File: src/rtl/qpu_lsu_mt_ctrl_if.sv
// ---------------------------------------------------------------------------
// qpu_lsu_mt_ctrl_if
// Bundles the LSU-facing ICB command / write-back channel and the per-target
// downstream ICB command / response channels of the LSU multi-target
// controller.
//   slave  : the controller's view (takes LSU commands, drives targets)
//   master : the environment's view (drives LSU commands, models targets)
// Port summary (signal / width):
//   lsu_icb_cmd_valid/ready 1, lsu_icb_cmd_addr 32, lsu_icb_cmd_read 1,
//   lsu_icb_cmd_wdata XLEN, lsu_icb_cmd_wmask XLEN/8,
//   lsu_o_valid/ready 1, lsu_o_wbck_wdat XLEN, lsu_o_cmt_badaddr 32,
//   lsu_o_cmt_ld 1, lsu_o_err 1,
//   tgt_icb_cmd_valid/ready NTGT, tgt_icb_cmd_addr 32, tgt_icb_cmd_read 1,
//   tgt_icb_cmd_wdata XLEN, tgt_icb_cmd_wmask XLEN/8,
//   tgt_icb_rsp_valid/ready NTGT, tgt_icb_rsp_rdata NTGT*XLEN,
//   tgt_icb_rsp_err NTGT, lsu_ctrl_active 1
// ---------------------------------------------------------------------------
interface qpu_lsu_mt_ctrl_if #(
    parameter int XLEN = 32,
    parameter int NTGT = 2
);
    // LSU command channel
    logic                   lsu_icb_cmd_valid;
    logic                   lsu_icb_cmd_ready;
    logic [31:0]            lsu_icb_cmd_addr;
    logic                   lsu_icb_cmd_read;
    logic [XLEN-1:0]        lsu_icb_cmd_wdata;
    logic [XLEN/8-1:0]      lsu_icb_cmd_wmask;
    // LSU write-back channel
    logic                   lsu_o_valid;
    logic                   lsu_o_ready;
    logic [XLEN-1:0]        lsu_o_wbck_wdat;
    logic [31:0]            lsu_o_cmt_badaddr;
    logic                   lsu_o_cmt_ld;
    logic                   lsu_o_err;
    // Downstream target command channels
    logic [NTGT-1:0]        tgt_icb_cmd_valid;
    logic [NTGT-1:0]        tgt_icb_cmd_ready;
    logic [31:0]            tgt_icb_cmd_addr;
    logic                   tgt_icb_cmd_read;
    logic [XLEN-1:0]        tgt_icb_cmd_wdata;
    logic [XLEN/8-1:0]      tgt_icb_cmd_wmask;
    // Downstream target response channels
    logic [NTGT-1:0]        tgt_icb_rsp_valid;
    logic [NTGT-1:0]        tgt_icb_rsp_ready;
    logic [NTGT*XLEN-1:0]   tgt_icb_rsp_rdata;
    logic [NTGT-1:0]        tgt_icb_rsp_err;
    // Status
    logic                   lsu_ctrl_active;

    modport slave (
        input  lsu_icb_cmd_valid, lsu_icb_cmd_addr, lsu_icb_cmd_read,
               lsu_icb_cmd_wdata, lsu_icb_cmd_wmask, lsu_o_ready,
               tgt_icb_cmd_ready, tgt_icb_rsp_valid, tgt_icb_rsp_rdata,
               tgt_icb_rsp_err,
        output lsu_icb_cmd_ready, lsu_o_valid, lsu_o_wbck_wdat,
               lsu_o_cmt_badaddr, lsu_o_cmt_ld, lsu_o_err,
               tgt_icb_cmd_valid, tgt_icb_cmd_addr, tgt_icb_cmd_read,
               tgt_icb_cmd_wdata, tgt_icb_cmd_wmask, tgt_icb_rsp_ready,
               lsu_ctrl_active
    );

    modport master (
        output lsu_icb_cmd_valid, lsu_icb_cmd_addr, lsu_icb_cmd_read,
               lsu_icb_cmd_wdata, lsu_icb_cmd_wmask, lsu_o_ready,
               tgt_icb_cmd_ready, tgt_icb_rsp_valid, tgt_icb_rsp_rdata,
               tgt_icb_rsp_err,
        input  lsu_icb_cmd_ready, lsu_o_valid, lsu_o_wbck_wdat,
               lsu_o_cmt_badaddr, lsu_o_cmt_ld, lsu_o_err,
               tgt_icb_cmd_valid, tgt_icb_cmd_addr, tgt_icb_cmd_read,
               tgt_icb_cmd_wdata, tgt_icb_cmd_wmask, tgt_icb_rsp_ready,
               lsu_ctrl_active
    );
endinterface

File: src/rtl/qpu_lsu_mt_ctrl.sv
// ---------------------------------------------------------------------------
// qpu_lsu_mt_ctrl
// Routes LSU ICB commands to one of NTGT downstream ICB targets by address
// decode and returns responses to the LSU strictly in command order.
// An outstanding-command FIFO records {target, local error, read, addr} for
// every accepted command; its head selects which target response is
// forwarded to write-back. Commands that decode to no target (or are
// misaligned) are never sent downstream and are answered locally with an
// error from the FIFO head.
// Ports:
//   clk  - clock, rising edge
//   rst  - asynchronous active-high reset
//   bus  - qpu_lsu_mt_ctrl_if.slave (LSU command/write-back, target cmd/rsp)
// ---------------------------------------------------------------------------
module qpu_lsu_mt_ctrl #(
    parameter int                 XLEN     = 32,
    parameter int                 NTGT     = 2,
    parameter int                 OUTS_NUM = 2,
    parameter logic [NTGT*32-1:0] TGT_BASE = {32'h8000_0000, 32'h0000_0000},
    parameter logic [NTGT*32-1:0] TGT_MASK = {32'hFFFF_0000, 32'hFFFF_0000}
) (
    input  logic                  clk,
    input  logic                  rst,
    qpu_lsu_mt_ctrl_if.slave      bus
);

    localparam int TW = (NTGT > 1)     ? $clog2(NTGT)     : 1;
    localparam int PW = (OUTS_NUM > 1) ? $clog2(OUTS_NUM) : 1;
    localparam int CW = $clog2(OUTS_NUM + 1);

    // FIFO state
    logic [CW-1:0]   cnt_q,      cnt_d;
    logic [PW-1:0]   wptr_q,     wptr_d;
    logic [PW-1:0]   rptr_q,     rptr_d;
    logic [TW-1:0]   last_tgt_q, last_tgt_d;
    logic [TW-1:0]   fifo_tgt_q  [OUTS_NUM];
    logic [TW-1:0]   fifo_tgt_d  [OUTS_NUM];
    logic            fifo_err_q  [OUTS_NUM];
    logic            fifo_err_d  [OUTS_NUM];
    logic            fifo_read_q [OUTS_NUM];
    logic            fifo_read_d [OUTS_NUM];
    logic [31:0]     fifo_addr_q [OUTS_NUM];
    logic [31:0]     fifo_addr_d [OUTS_NUM];

    // Combinational decode / handshake
    logic            dec_hit_s;
    logic [TW-1:0]   dec_tgt_s;
    logic            misalign_s;
    logic            local_err_s;
    logic            full_s;
    logic            empty_s;
    logic            order_ok_s;
    logic            tgt_rdy_sel_s;
    logic            cmd_ready_s;
    logic            push_s;
    logic            pop_s;
    logic            o_valid_s;
    logic            o_err_s;

    // Head-of-FIFO view
    logic [TW-1:0]   h_tgt_s;
    logic            h_err_s;
    logic            h_read_s;
    logic [31:0]     h_addr_s;
    logic            rsp_valid_sel_s;
    logic            rsp_err_sel_s;
    logic [XLEN-1:0] rsp_rdata_sel_s;

    // Address decode: lowest-index matching target wins (scan high to low)
    always_comb begin
        dec_hit_s = 1'b0;
        dec_tgt_s = {TW{1'b0}};
        for (int i = NTGT - 1; i >= 0; i--) begin
            if ((bus.lsu_icb_cmd_addr & TGT_MASK[i*32 +: 32]) == TGT_BASE[i*32 +: 32]) begin
                dec_hit_s = 1'b1;
                dec_tgt_s = TW'(i);
            end else begin
                dec_hit_s = dec_hit_s;
            end
        end
        if (XLEN == 32) begin
            misalign_s = (bus.lsu_icb_cmd_addr[1:0] != 2'b00);
        end else begin
            misalign_s = 1'b0;
        end
        local_err_s = ~dec_hit_s | misalign_s;
    end

    // Command-side acceptance; ready depends only on registered occupancy
    // so a same-cycle pop never frees a slot for a push.
    always_comb begin
        full_s        = (cnt_q == CW'(OUTS_NUM));
        empty_s       = (cnt_q == {CW{1'b0}});
        order_ok_s    = empty_s | (dec_tgt_s == last_tgt_q);
        tgt_rdy_sel_s = 1'b0;
        for (int i = 0; i < NTGT; i++) begin
            if (dec_tgt_s == TW'(i)) begin
                tgt_rdy_sel_s = bus.tgt_icb_cmd_ready[i];
            end else begin
                tgt_rdy_sel_s = tgt_rdy_sel_s;
            end
        end
        cmd_ready_s = ~full_s & order_ok_s & (local_err_s | tgt_rdy_sel_s);
        push_s      = bus.lsu_icb_cmd_valid & cmd_ready_s;
    end

    // Head entry and the response of the target it is waiting on
    always_comb begin
        h_tgt_s         = fifo_tgt_q[rptr_q];
        h_err_s         = fifo_err_q[rptr_q];
        h_read_s        = fifo_read_q[rptr_q];
        h_addr_s        = fifo_addr_q[rptr_q];
        rsp_valid_sel_s = 1'b0;
        rsp_err_sel_s   = 1'b0;
        rsp_rdata_sel_s = {XLEN{1'b0}};
        for (int i = 0; i < NTGT; i++) begin
            if (h_tgt_s == TW'(i)) begin
                rsp_valid_sel_s = bus.tgt_icb_rsp_valid[i];
                rsp_err_sel_s   = bus.tgt_icb_rsp_err[i];
                rsp_rdata_sel_s = bus.tgt_icb_rsp_rdata[i*XLEN +: XLEN];
            end else begin
                rsp_valid_sel_s = rsp_valid_sel_s;
            end
        end
        o_valid_s = ~empty_s & (h_err_s | rsp_valid_sel_s);
        o_err_s   = ~empty_s & (h_err_s | rsp_err_sel_s);
        pop_s     = o_valid_s & bus.lsu_o_ready;
    end

    // Interface outputs
    always_comb begin
        bus.lsu_icb_cmd_ready = cmd_ready_s;
        bus.tgt_icb_cmd_addr  = bus.lsu_icb_cmd_addr;
        bus.tgt_icb_cmd_read  = bus.lsu_icb_cmd_read;
        bus.tgt_icb_cmd_wdata = bus.lsu_icb_cmd_wdata;
        bus.tgt_icb_cmd_wmask = bus.lsu_icb_cmd_wmask;
        bus.tgt_icb_cmd_valid = {NTGT{1'b0}};
        bus.tgt_icb_rsp_ready = {NTGT{1'b0}};
        for (int i = 0; i < NTGT; i++) begin
            if (dec_tgt_s == TW'(i)) begin
                bus.tgt_icb_cmd_valid[i] = bus.lsu_icb_cmd_valid & ~full_s & order_ok_s & ~local_err_s;
            end else begin
                bus.tgt_icb_cmd_valid[i] = 1'b0;
            end
            // Only the head's target may hand over a response; others stall.
            if (h_tgt_s == TW'(i)) begin
                bus.tgt_icb_rsp_ready[i] = ~empty_s & bus.lsu_o_ready & ~h_err_s;
            end else begin
                bus.tgt_icb_rsp_ready[i] = 1'b0;
            end
        end
        bus.lsu_o_valid       = o_valid_s;
        bus.lsu_o_err         = o_err_s;
        bus.lsu_o_wbck_wdat   = (o_valid_s & ~o_err_s) ? rsp_rdata_sel_s : {XLEN{1'b0}};
        bus.lsu_o_cmt_badaddr = empty_s ? 32'h0000_0000 : h_addr_s;
        bus.lsu_o_cmt_ld      = ~empty_s & h_read_s;
        bus.lsu_ctrl_active   = bus.lsu_icb_cmd_valid | ~empty_s;
    end

    // FIFO next state: wrap-around pointers and occupancy counter
    always_comb begin
        wptr_d      = wptr_q;
        rptr_d      = rptr_q;
        cnt_d       = cnt_q;
        last_tgt_d  = last_tgt_q;
        fifo_tgt_d  = fifo_tgt_q;
        fifo_err_d  = fifo_err_q;
        fifo_read_d = fifo_read_q;
        fifo_addr_d = fifo_addr_q;
        if (push_s) begin
            fifo_tgt_d[wptr_q]  = dec_tgt_s;
            fifo_err_d[wptr_q]  = local_err_s;
            fifo_read_d[wptr_q] = bus.lsu_icb_cmd_read;
            fifo_addr_d[wptr_q] = bus.lsu_icb_cmd_addr;
            last_tgt_d          = dec_tgt_s;
            wptr_d = (wptr_q == PW'(OUTS_NUM - 1)) ? {PW{1'b0}} : wptr_q + PW'(1);
        end else begin
            wptr_d = wptr_q;
        end
        if (pop_s) begin
            rptr_d = (rptr_q == PW'(OUTS_NUM - 1)) ? {PW{1'b0}} : rptr_q + PW'(1);
        end else begin
            rptr_d = rptr_q;
        end
        case ({push_s, pop_s})
            2'b10:   cnt_d = cnt_q + CW'(1);
            2'b01:   cnt_d = cnt_q - CW'(1);
            default: cnt_d = cnt_q;
        endcase
    end

    // State registers; reset empties the FIFO and forgets all outstanding work
    always_ff @(posedge clk or posedge rst) begin
        if (rst) begin
            cnt_q      <= {CW{1'b0}};
            wptr_q     <= {PW{1'b0}};
            rptr_q     <= {PW{1'b0}};
            last_tgt_q <= {TW{1'b0}};
            for (int i = 0; i < OUTS_NUM; i++) begin
                fifo_tgt_q[i]  <= {TW{1'b0}};
                fifo_err_q[i]  <= 1'b0;
                fifo_read_q[i] <= 1'b0;
                fifo_addr_q[i] <= 32'h0000_0000;
            end
        end else begin
            cnt_q       <= cnt_d;
            wptr_q      <= wptr_d;
            rptr_q      <= rptr_d;
            last_tgt_q  <= last_tgt_d;
            fifo_tgt_q  <= fifo_tgt_d;
            fifo_err_q  <= fifo_err_d;
            fifo_read_q <= fifo_read_d;
            fifo_addr_q <= fifo_addr_d;
        end
    end

endmodule

File: src/flat_wrapper.sv
// flat-port wrapper written by rule: the top's interface ports become plain ports
module qpu_lsu_mt_ctrl_flat 
#(
    parameter int                 XLEN     = 32,
    parameter int                 NTGT     = 2,
    parameter int                 OUTS_NUM = 2,
    parameter logic [NTGT*32-1:0] TGT_BASE = {32'h8000_0000, 32'h0000_0000},
    parameter logic [NTGT*32-1:0] TGT_MASK = {32'hFFFF_0000, 32'hFFFF_0000}
)
  (clk, rst, bus_lsu_icb_cmd_valid, bus_lsu_icb_cmd_addr, bus_lsu_icb_cmd_read, bus_lsu_icb_cmd_wdata, bus_lsu_icb_cmd_wmask, bus_lsu_o_ready, bus_tgt_icb_cmd_ready, bus_tgt_icb_rsp_valid, bus_tgt_icb_rsp_rdata, bus_tgt_icb_rsp_err, bus_lsu_icb_cmd_ready, bus_lsu_o_valid, bus_lsu_o_wbck_wdat, bus_lsu_o_cmt_badaddr, bus_lsu_o_cmt_ld, bus_lsu_o_err, bus_tgt_icb_cmd_valid, bus_tgt_icb_cmd_addr, bus_tgt_icb_cmd_read, bus_tgt_icb_cmd_wdata, bus_tgt_icb_cmd_wmask, bus_tgt_icb_rsp_ready, bus_lsu_ctrl_active);
  qpu_lsu_mt_ctrl_if #(.XLEN(XLEN), .NTGT(NTGT)) bus_i ();
  input  logic clk;
  input  logic rst;
  input wire logic [$bits(bus_i.lsu_icb_cmd_valid)-1:0] bus_lsu_icb_cmd_valid;
  input wire logic [$bits(bus_i.lsu_icb_cmd_addr)-1:0] bus_lsu_icb_cmd_addr;
  input wire logic [$bits(bus_i.lsu_icb_cmd_read)-1:0] bus_lsu_icb_cmd_read;
  input wire logic [$bits(bus_i.lsu_icb_cmd_wdata)-1:0] bus_lsu_icb_cmd_wdata;
  input wire logic [$bits(bus_i.lsu_icb_cmd_wmask)-1:0] bus_lsu_icb_cmd_wmask;
  input wire logic [$bits(bus_i.lsu_o_ready)-1:0] bus_lsu_o_ready;
  input wire logic [$bits(bus_i.tgt_icb_cmd_ready)-1:0] bus_tgt_icb_cmd_ready;
  input wire logic [$bits(bus_i.tgt_icb_rsp_valid)-1:0] bus_tgt_icb_rsp_valid;
  input wire logic [$bits(bus_i.tgt_icb_rsp_rdata)-1:0] bus_tgt_icb_rsp_rdata;
  input wire logic [$bits(bus_i.tgt_icb_rsp_err)-1:0] bus_tgt_icb_rsp_err;
  output wire logic [$bits(bus_i.lsu_icb_cmd_ready)-1:0] bus_lsu_icb_cmd_ready;
  output wire logic [$bits(bus_i.lsu_o_valid)-1:0] bus_lsu_o_valid;
  output wire logic [$bits(bus_i.lsu_o_wbck_wdat)-1:0] bus_lsu_o_wbck_wdat;
  output wire logic [$bits(bus_i.lsu_o_cmt_badaddr)-1:0] bus_lsu_o_cmt_badaddr;
  output wire logic [$bits(bus_i.lsu_o_cmt_ld)-1:0] bus_lsu_o_cmt_ld;
  output wire logic [$bits(bus_i.lsu_o_err)-1:0] bus_lsu_o_err;
  output wire logic [$bits(bus_i.tgt_icb_cmd_valid)-1:0] bus_tgt_icb_cmd_valid;
  output wire logic [$bits(bus_i.tgt_icb_cmd_addr)-1:0] bus_tgt_icb_cmd_addr;
  output wire logic [$bits(bus_i.tgt_icb_cmd_read)-1:0] bus_tgt_icb_cmd_read;
  output wire logic [$bits(bus_i.tgt_icb_cmd_wdata)-1:0] bus_tgt_icb_cmd_wdata;
  output wire logic [$bits(bus_i.tgt_icb_cmd_wmask)-1:0] bus_tgt_icb_cmd_wmask;
  output wire logic [$bits(bus_i.tgt_icb_rsp_ready)-1:0] bus_tgt_icb_rsp_ready;
  output wire logic [$bits(bus_i.lsu_ctrl_active)-1:0] bus_lsu_ctrl_active;
  assign bus_i.lsu_icb_cmd_valid = bus_lsu_icb_cmd_valid;
  assign bus_i.lsu_icb_cmd_addr = bus_lsu_icb_cmd_addr;
  assign bus_i.lsu_icb_cmd_read = bus_lsu_icb_cmd_read;
  assign bus_i.lsu_icb_cmd_wdata = bus_lsu_icb_cmd_wdata;
  assign bus_i.lsu_icb_cmd_wmask = bus_lsu_icb_cmd_wmask;
  assign bus_i.lsu_o_ready = bus_lsu_o_ready;
  assign bus_i.tgt_icb_cmd_ready = bus_tgt_icb_cmd_ready;
  assign bus_i.tgt_icb_rsp_valid = bus_tgt_icb_rsp_valid;
  assign bus_i.tgt_icb_rsp_rdata = bus_tgt_icb_rsp_rdata;
  assign bus_i.tgt_icb_rsp_err = bus_tgt_icb_rsp_err;
  assign bus_lsu_icb_cmd_ready = bus_i.lsu_icb_cmd_ready;
  assign bus_lsu_o_valid = bus_i.lsu_o_valid;
  assign bus_lsu_o_wbck_wdat = bus_i.lsu_o_wbck_wdat;
  assign bus_lsu_o_cmt_badaddr = bus_i.lsu_o_cmt_badaddr;
  assign bus_lsu_o_cmt_ld = bus_i.lsu_o_cmt_ld;
  assign bus_lsu_o_err = bus_i.lsu_o_err;
  assign bus_tgt_icb_cmd_valid = bus_i.tgt_icb_cmd_valid;
  assign bus_tgt_icb_cmd_addr = bus_i.tgt_icb_cmd_addr;
  assign bus_tgt_icb_cmd_read = bus_i.tgt_icb_cmd_read;
  assign bus_tgt_icb_cmd_wdata = bus_i.tgt_icb_cmd_wdata;
  assign bus_tgt_icb_cmd_wmask = bus_i.tgt_icb_cmd_wmask;
  assign bus_tgt_icb_rsp_ready = bus_i.tgt_icb_rsp_ready;
  assign bus_lsu_ctrl_active = bus_i.lsu_ctrl_active;
  qpu_lsu_mt_ctrl #(.XLEN(XLEN), .NTGT(NTGT), .OUTS_NUM(OUTS_NUM), .TGT_BASE(TGT_BASE), .TGT_MASK(TGT_MASK)) u_core (.clk(clk), .rst(rst), .bus(bus_i));
endmodule
File: config.mk
export PLATFORM = sky130hd
export DESIGN_NAME = qpu_lsu_mt_ctrl_flat
export DESIGN_NICKNAME = d
export VERILOG_FILES = /design/src/rtl/qpu_lsu_mt_ctrl_if.sv /design/src/rtl/qpu_lsu_mt_ctrl.sv /design/src/flat_wrapper.sv
export SDC_FILE = /design/constraint.sdc
export NUM_CORES = 1
export LEC_CHECK = 0
export CELL_PAD_IN_SITES_DETAIL_PLACEMENT = 1
export CELL_PAD_IN_SITES_GLOBAL_PLACEMENT = 2
export CORE_MARGIN = 2
export CORE_UTILIZATION = 23
export CTS_CLUSTER_DIAMETER = 80
export DETAILED_ROUTE_END_ITERATION = 10
export PLACE_DENSITY = 0.86
export REMOVE_ABC_BUFFERS = 1
export SYNTH_ARGS = -nofsm -noshare
export SYNTH_HDL_FRONTEND = slang
export SYNTH_SLANG_ARGS = --single-unit
File: constraint.sdc
create_clock -name clk -period 4 [get_ports clk]
set_input_delay 0.8 -clock clk [delete_from_list [all_inputs] [get_ports clk]]
set_output_delay 0.8 -clock clk [all_outputs]
set_load 0.05 [all_outputs]
### Word-level counts from Yosys, hierarchy flattened

Cells that the tools add are included.

| operators by class | value |
|---|---|
| $add $sub $neg | 4 |
| order comparisons | 3 |
| eq/ne operators | 5 |
| mux-type cells | 36 |
| bitwise operators | 27 |
| reduce and logical (&&, ||, !) cells | 5 |

Operator list:

| kind | number |
|---|---|
| $mux 32 | 7 |
| $bwmux 64 | 1 |
| $demux 32 s1 | 1 |
| $logic_not 32->1 | 1 |
| $mux 1 | 22 |
| $eq 16x16->1 const B | 1 |
| $and 1x1->1 | 13 |
| $bwmux 2 | 3 |
| $not 1->1 | 6 |
| $or 1x1->1 | 6 |
| $eq 2x2->1 const B | 2 |
| $ge 2x2->1 const B | 2 |
| $not 1->2 | 2 |
| $pmux 2 s2 | 1 |
| $reduce_bool 2->1 | 2 |
| $add 1x1->1 const B | 2 |
| $add 2x1->2 const B | 1 |
| $eq 2x1->1 const B | 1 |
| $logic_not 2->1 | 1 |
| $lt 2x1->1 const B | 1 |
| $sub 2x1->2 const B | 1 |
| $demux 1 s1 | 1 |
| $eq 1x1->1 | 1 |
| $logic_and 1x1->1 | 1 |

| word-level totals | value |
|---|---|
| bits in registers | 75 |
| input bits | 143 |
| output and inout bits | 142 |

### Longest topological paths before layout

| depth | value |
|---|---|
| depth in word-level cells | 10 |
| depth in mapped cells | 8 |
| mapped depth without buffers | 8 |

### Least setup slack after synthesis

OpenSTA, ideal clock, no wires.

| path | value |
|---|---|
| path type | in2out |
| start point | input bus_lsu_icb_cmd_addr[20] |
| end point | output bus_tgt_icb_cmd_valid[1] |
| arrival time | 3360 ps |
| data required time | 3200 ps |
| slack | -160 ps |
| cell stages on the path | 5 |
| path buffers | 0 |
| cell sequence | nor4_1 -> nand3_1 -> nand3b_1 -> or2_2 -> nor4_1 |

| on the way | value |
|---|---|
| longest elaborated chain between the ends | 8 |
| elaborated cells between the ends (all ways) | 13 |
| those cells by class | eq/ne (2); mux (4); bitwise (6); reduce/logical (1) |

RTL lines:

| element | RTL line | text |
|---|---|---|
| start, declared | flat_wrapper.sv:15 | `input wire logic [$bits(bus_i.lsu_icb_cmd_addr)-1:0] bus_lsu_icb_cmd_addr;` |
| $eq 16x16->1 | qpu_lsu_mt_ctrl.sv:74 | `if ((bus.lsu_icb_cmd_addr & TGT_MASK[i*32 +: 32]) == TGT_BASE[i*32 +: 32]) begin` |
| $mux 1 (2 in a row) | qpu_lsu_mt_ctrl.sv:74 |  |
| $eq 1x1->1 or $not 1->1 (tied branches) | qpu_lsu_mt_ctrl.sv:94, qpu_lsu_mt_ctrl.sv:86 |  |
| $or 1x1->1 (on tied branches) | qpu_lsu_mt_ctrl.sv:94, qpu_lsu_mt_ctrl.sv:86 |  |
| $and 1x1->1 or $not 1->1 (tied branches) | qpu_lsu_mt_ctrl.sv:141 | `bus.tgt_icb_cmd_valid[i] = bus.lsu_icb_cmd_valid & ~full_s & order_ok_s & ~local_err_s;` |
| $and 1x1->1 | qpu_lsu_mt_ctrl.sv:141 |  |
| $mux 1 (*) | qpu_lsu_mt_ctrl.sv:140 | `if (dec_tgt_s == TW'(i)) begin` |
| end, declared | flat_wrapper.sv:30 | `output wire logic [$bits(bus_i.tgt_icb_cmd_valid)-1:0] bus_tgt_icb_cmd_valid;` |

Mark *: on every way between the ends. The rest lies on a longest branch, timed or not.

### Worst setup path in the final report

| path | value |
|---|---|
| start point | input bus_lsu_icb_cmd_addr[17] |
| end point | output bus_tgt_icb_cmd_valid[1] |

The elaborated chain is that of the path after synthesis.

==> key figures <==
Detailed routing
  • # DRC: 0
  • Routed WL: 16100 um
  • Drt pass-1 iters: 4
  • Via count: 3875
  • Antenna Nets Post-Route: 0
  • Initial DRC count: 105
  • DR WL/cell: 18.4 um
  • Via/cell ratio: 4.43

Finish
  • Commonest non-fill, non-tap cell in the layout: clkdlybuf4s50_1
  • Fin area: 7110 um2
  • Final layout net count: 746
  • Fin util: 34.8%
  • Layout area overhead: 47.5%
  • Most frequent cells in the layout: 175 x clkdlybuf4s50_1, 74 x dfrtp_1, 70 x nand2_1, 60 x mux2_4, 45 x buf_4
  • Layout cell share with drive strength beyond 1: 25.3%
  • Finished Layout Cells: 875
  • Diodes inserted: 0

Worst setup path
  • Max incr delay on CP: 0.48 ns
  • CP arrival: 3.07 ns
  • Crit Path Class: input port to output pin
  • Crit-path max FO: 4
  • Sequence of cells on the critical path: clkdlybuf4s50_1 -> nor4_2 -> nand3_1 -> nand3b_1 -> or2_2 -> nor4_1 -> buf_4 -> buf_12
  • Setup crit end kind: output pin
  • CP Launch Type: input port
  • Family with the most delay on the worst path: simple AND/OR/NAND/NOR gates
  • Slowest library cell on the worst path: clkdlybuf4s50_1
  • Critical Path RT: 3.20 ns
  • WP buf/inv: 3

Timing
  • Fin worst setup slack: 0.128 ns
  • Crit path time final: 3.87 ns
  • RSZ-0062 raised after global routing: no
  • Layout Skew: 0.00644 ns
  • Setup Viol. Count Final: 0
  • Max Clock Freq: 258 MHz
  • Slew of the pin with the lowest slew margin: 0.565 ns
  • Max Slew Vio Count: 0
  • Final Hold Viols: 0
  • Worst slew margin: 62.2%
  • Final period util: 96.8%

Clock network
  • Clock sink count: 75
  • H-tree levels: 3
  • Clk pin slew, worst setup/hold paths: 0.06 ns
  • TritonCTS Buffers: 9
  • Max clock buf depth: 2
  • CTS tree: done
  • Worst-Skew Late Latency: 0.34 ns
  • Clk root buf: clkbuf_16

GRT
  • Largest net degree at the start of global routing: 44
  • Initial antenna violation count: 0
  • First-pass GRT wire length: 24400 um
  • GRT Util Overall: 14.4%
  • Remaining Overflow, GRT: 0
  • Vias in the first global route: 4375

Pwr
  • Peak VDD IR: 0.455 mV
  • PwrDens: 815 nW/um2
  • Lkg Pwr: 3.08 nW

Place
  • Post-place setup slack: 0.00630 ns
  • DP Area: 6750 um2
  • Placed Cells: 860
  • Buffers on Ports: 212
  • DP HPWL: 12200 um
  • GP Congestion: 0.751

Floorplanning
  • Initial Util: 23.6%
  • I/O Pins: 285
  • Die area: 22100 um2
  • Row cnt: 52
  • Core area: 20400 um2
  • Die width: 149 um
  • Die height: 149 um

Logic synthesis
  • Yosys warns: 0
  • Mapped Cells: 456
  • Synthesized area: 4820 um2
  • Top-area cell type share of the netlist area: 38.9%
  • Seq/Total Area, Yosys: 38.9%
  • FF+latch count, synth: 75
  • Netlist cell types: 36
  • Area contributors post-synth: dfrtp_1 39%, mux2_4 19%, buf_4 11%, mux2i_1 7.5%, nand2_1 5.5%
  • Most area-hungry cell type in the Yosys netlist: dfrtp_1
  • Synth Area per Inst: 10.6 um2

Min path
  • Min-Delay Path Class: flip-flop to flip-flop

Outcome
  • Status: finished clean

Job
  • Max Cap Viol: 0
==> layer usage <==
layer  vias to the layer above  wire length [um]  global-route usage, %
met1                      1896              6770                   18.0
met2                       189              7560                   22.7
met5                         -                46                   1.82
met3                        19              1470                   6.24
met4                         2               223                   3.52
li1                       1769                 -                      -
==> state kept, by name, summed over array words and instances (netlist names) <==
register            count
u_core.fifo_addr_q     64
u_core.cnt_q            2
u_core.fifo_err_q       2
u_core.fifo_read_q      2
u_core.fifo_tgt_q       2
u_core.last_tgt_q       1
u_core.rptr_q           1
u_core.wptr_q           1
==> area by class of cell <==
cell class / instances / area [um2]
tap: 270 / 338
fill: 2282 / 13300
clock buffer: 10 / 239
inverter: 3 / 11.3
multi-input combinational: 286 / 2310
sequential: 75 / 1880
timing repair buffer: 227 / 2230
clock inverter: 4 / 98.8
==> logic make-up (layout without fill, tap and decap cells) <==
logic type,Yosys count,after routing,share of synthesized area (%)
fa+ha+maj,1,1,0.260
xor+xnor,5,5,0.909
compound gates,46,46,5.89
simple gates,126,126,11.0
buf+inv,95,244,13.8
flops,75,75,38.9
mux,108,108,29.2
==> where the power goes <==
part           total (W)  switching (W)  internal, W  leakage, nW
logic            0.00350        0.00200      0.00150         2.03
clock network   0.000929       0.000308     0.000621        0.165
registers        0.00137       0.000235      0.00113        0.882
==> cells in the mapped netlist <==
library cell	number
inv_1	3
or2_2	2
nor2_1	40
o21ai_2	1
mux2i_1	36
nor3b_1	2
buf_6	6
o41ai_1	1
o21ai_0	2
and4_2	1
nor4_1	3
a31oi_1	3
a21o_2	1
buf_1	3
clkbuf_1	12
a21oi_1	33
nand3b_1	1
a211oi_4	2
buf_4	69
nand2_1	70
a211oi_1	1
ha_1	1
mux2_4	60
and2b_1	1
o211ai_1	1
mux2i_4	1
mux2_2	11
or3_1	1
dfrtp_1	75
nor4_4	1
xor2_1	1
nor3_1	1
a21oi_2	1
buf_2	2
xnor2_1	4
nand3_1	3
==> path summary, 6_finish.rpt <==
path	from	to	slack, ns	cells past startpoint
worst max-delay path	bus_lsu_icb_cmd_addr[17]	bus_tgt_icb_cmd_valid[1]	0.13	8
worst min-delay path	u_core.fifo_addr_q[26]	u_core.fifo_addr_q[26]	0.50	1
worst max register to register	u_core.rptr_q	u_core.cnt_q[1]	1.64	6
worst min register to register	u_core.fifo_addr_q[26]	u_core.fifo_addr_q[26]	0.50	1
max in group asynchronous	rst	u_core.fifo_addr_q[41]	2.40	3
min in group asynchronous	rst	u_core.fifo_addr_q[45]	0.75	2
==> stage by stage <==
stage          hold WS (ns)  setup TNS [ns]  total power [W]
6_report              0.505               0          0.00579
5_1_grt               0.523               0          0.00609
4_1_cts               0.507               0          0.00587
3_5_place_dp          0.495               0          0.00490
3_3_place_gp          0.490               0          0.00482
2_1_floorplan         0.480          -53.20          0.00370
==> what timing repair did <==
item	4_1_cts	5_1_grt
endpoints found under the setup margin	1	2
hold buffers	0	0
pin swaps	0	1
resized for setup	1	1
buffers inserted	0	1
(Power assumes the default switching activity.)
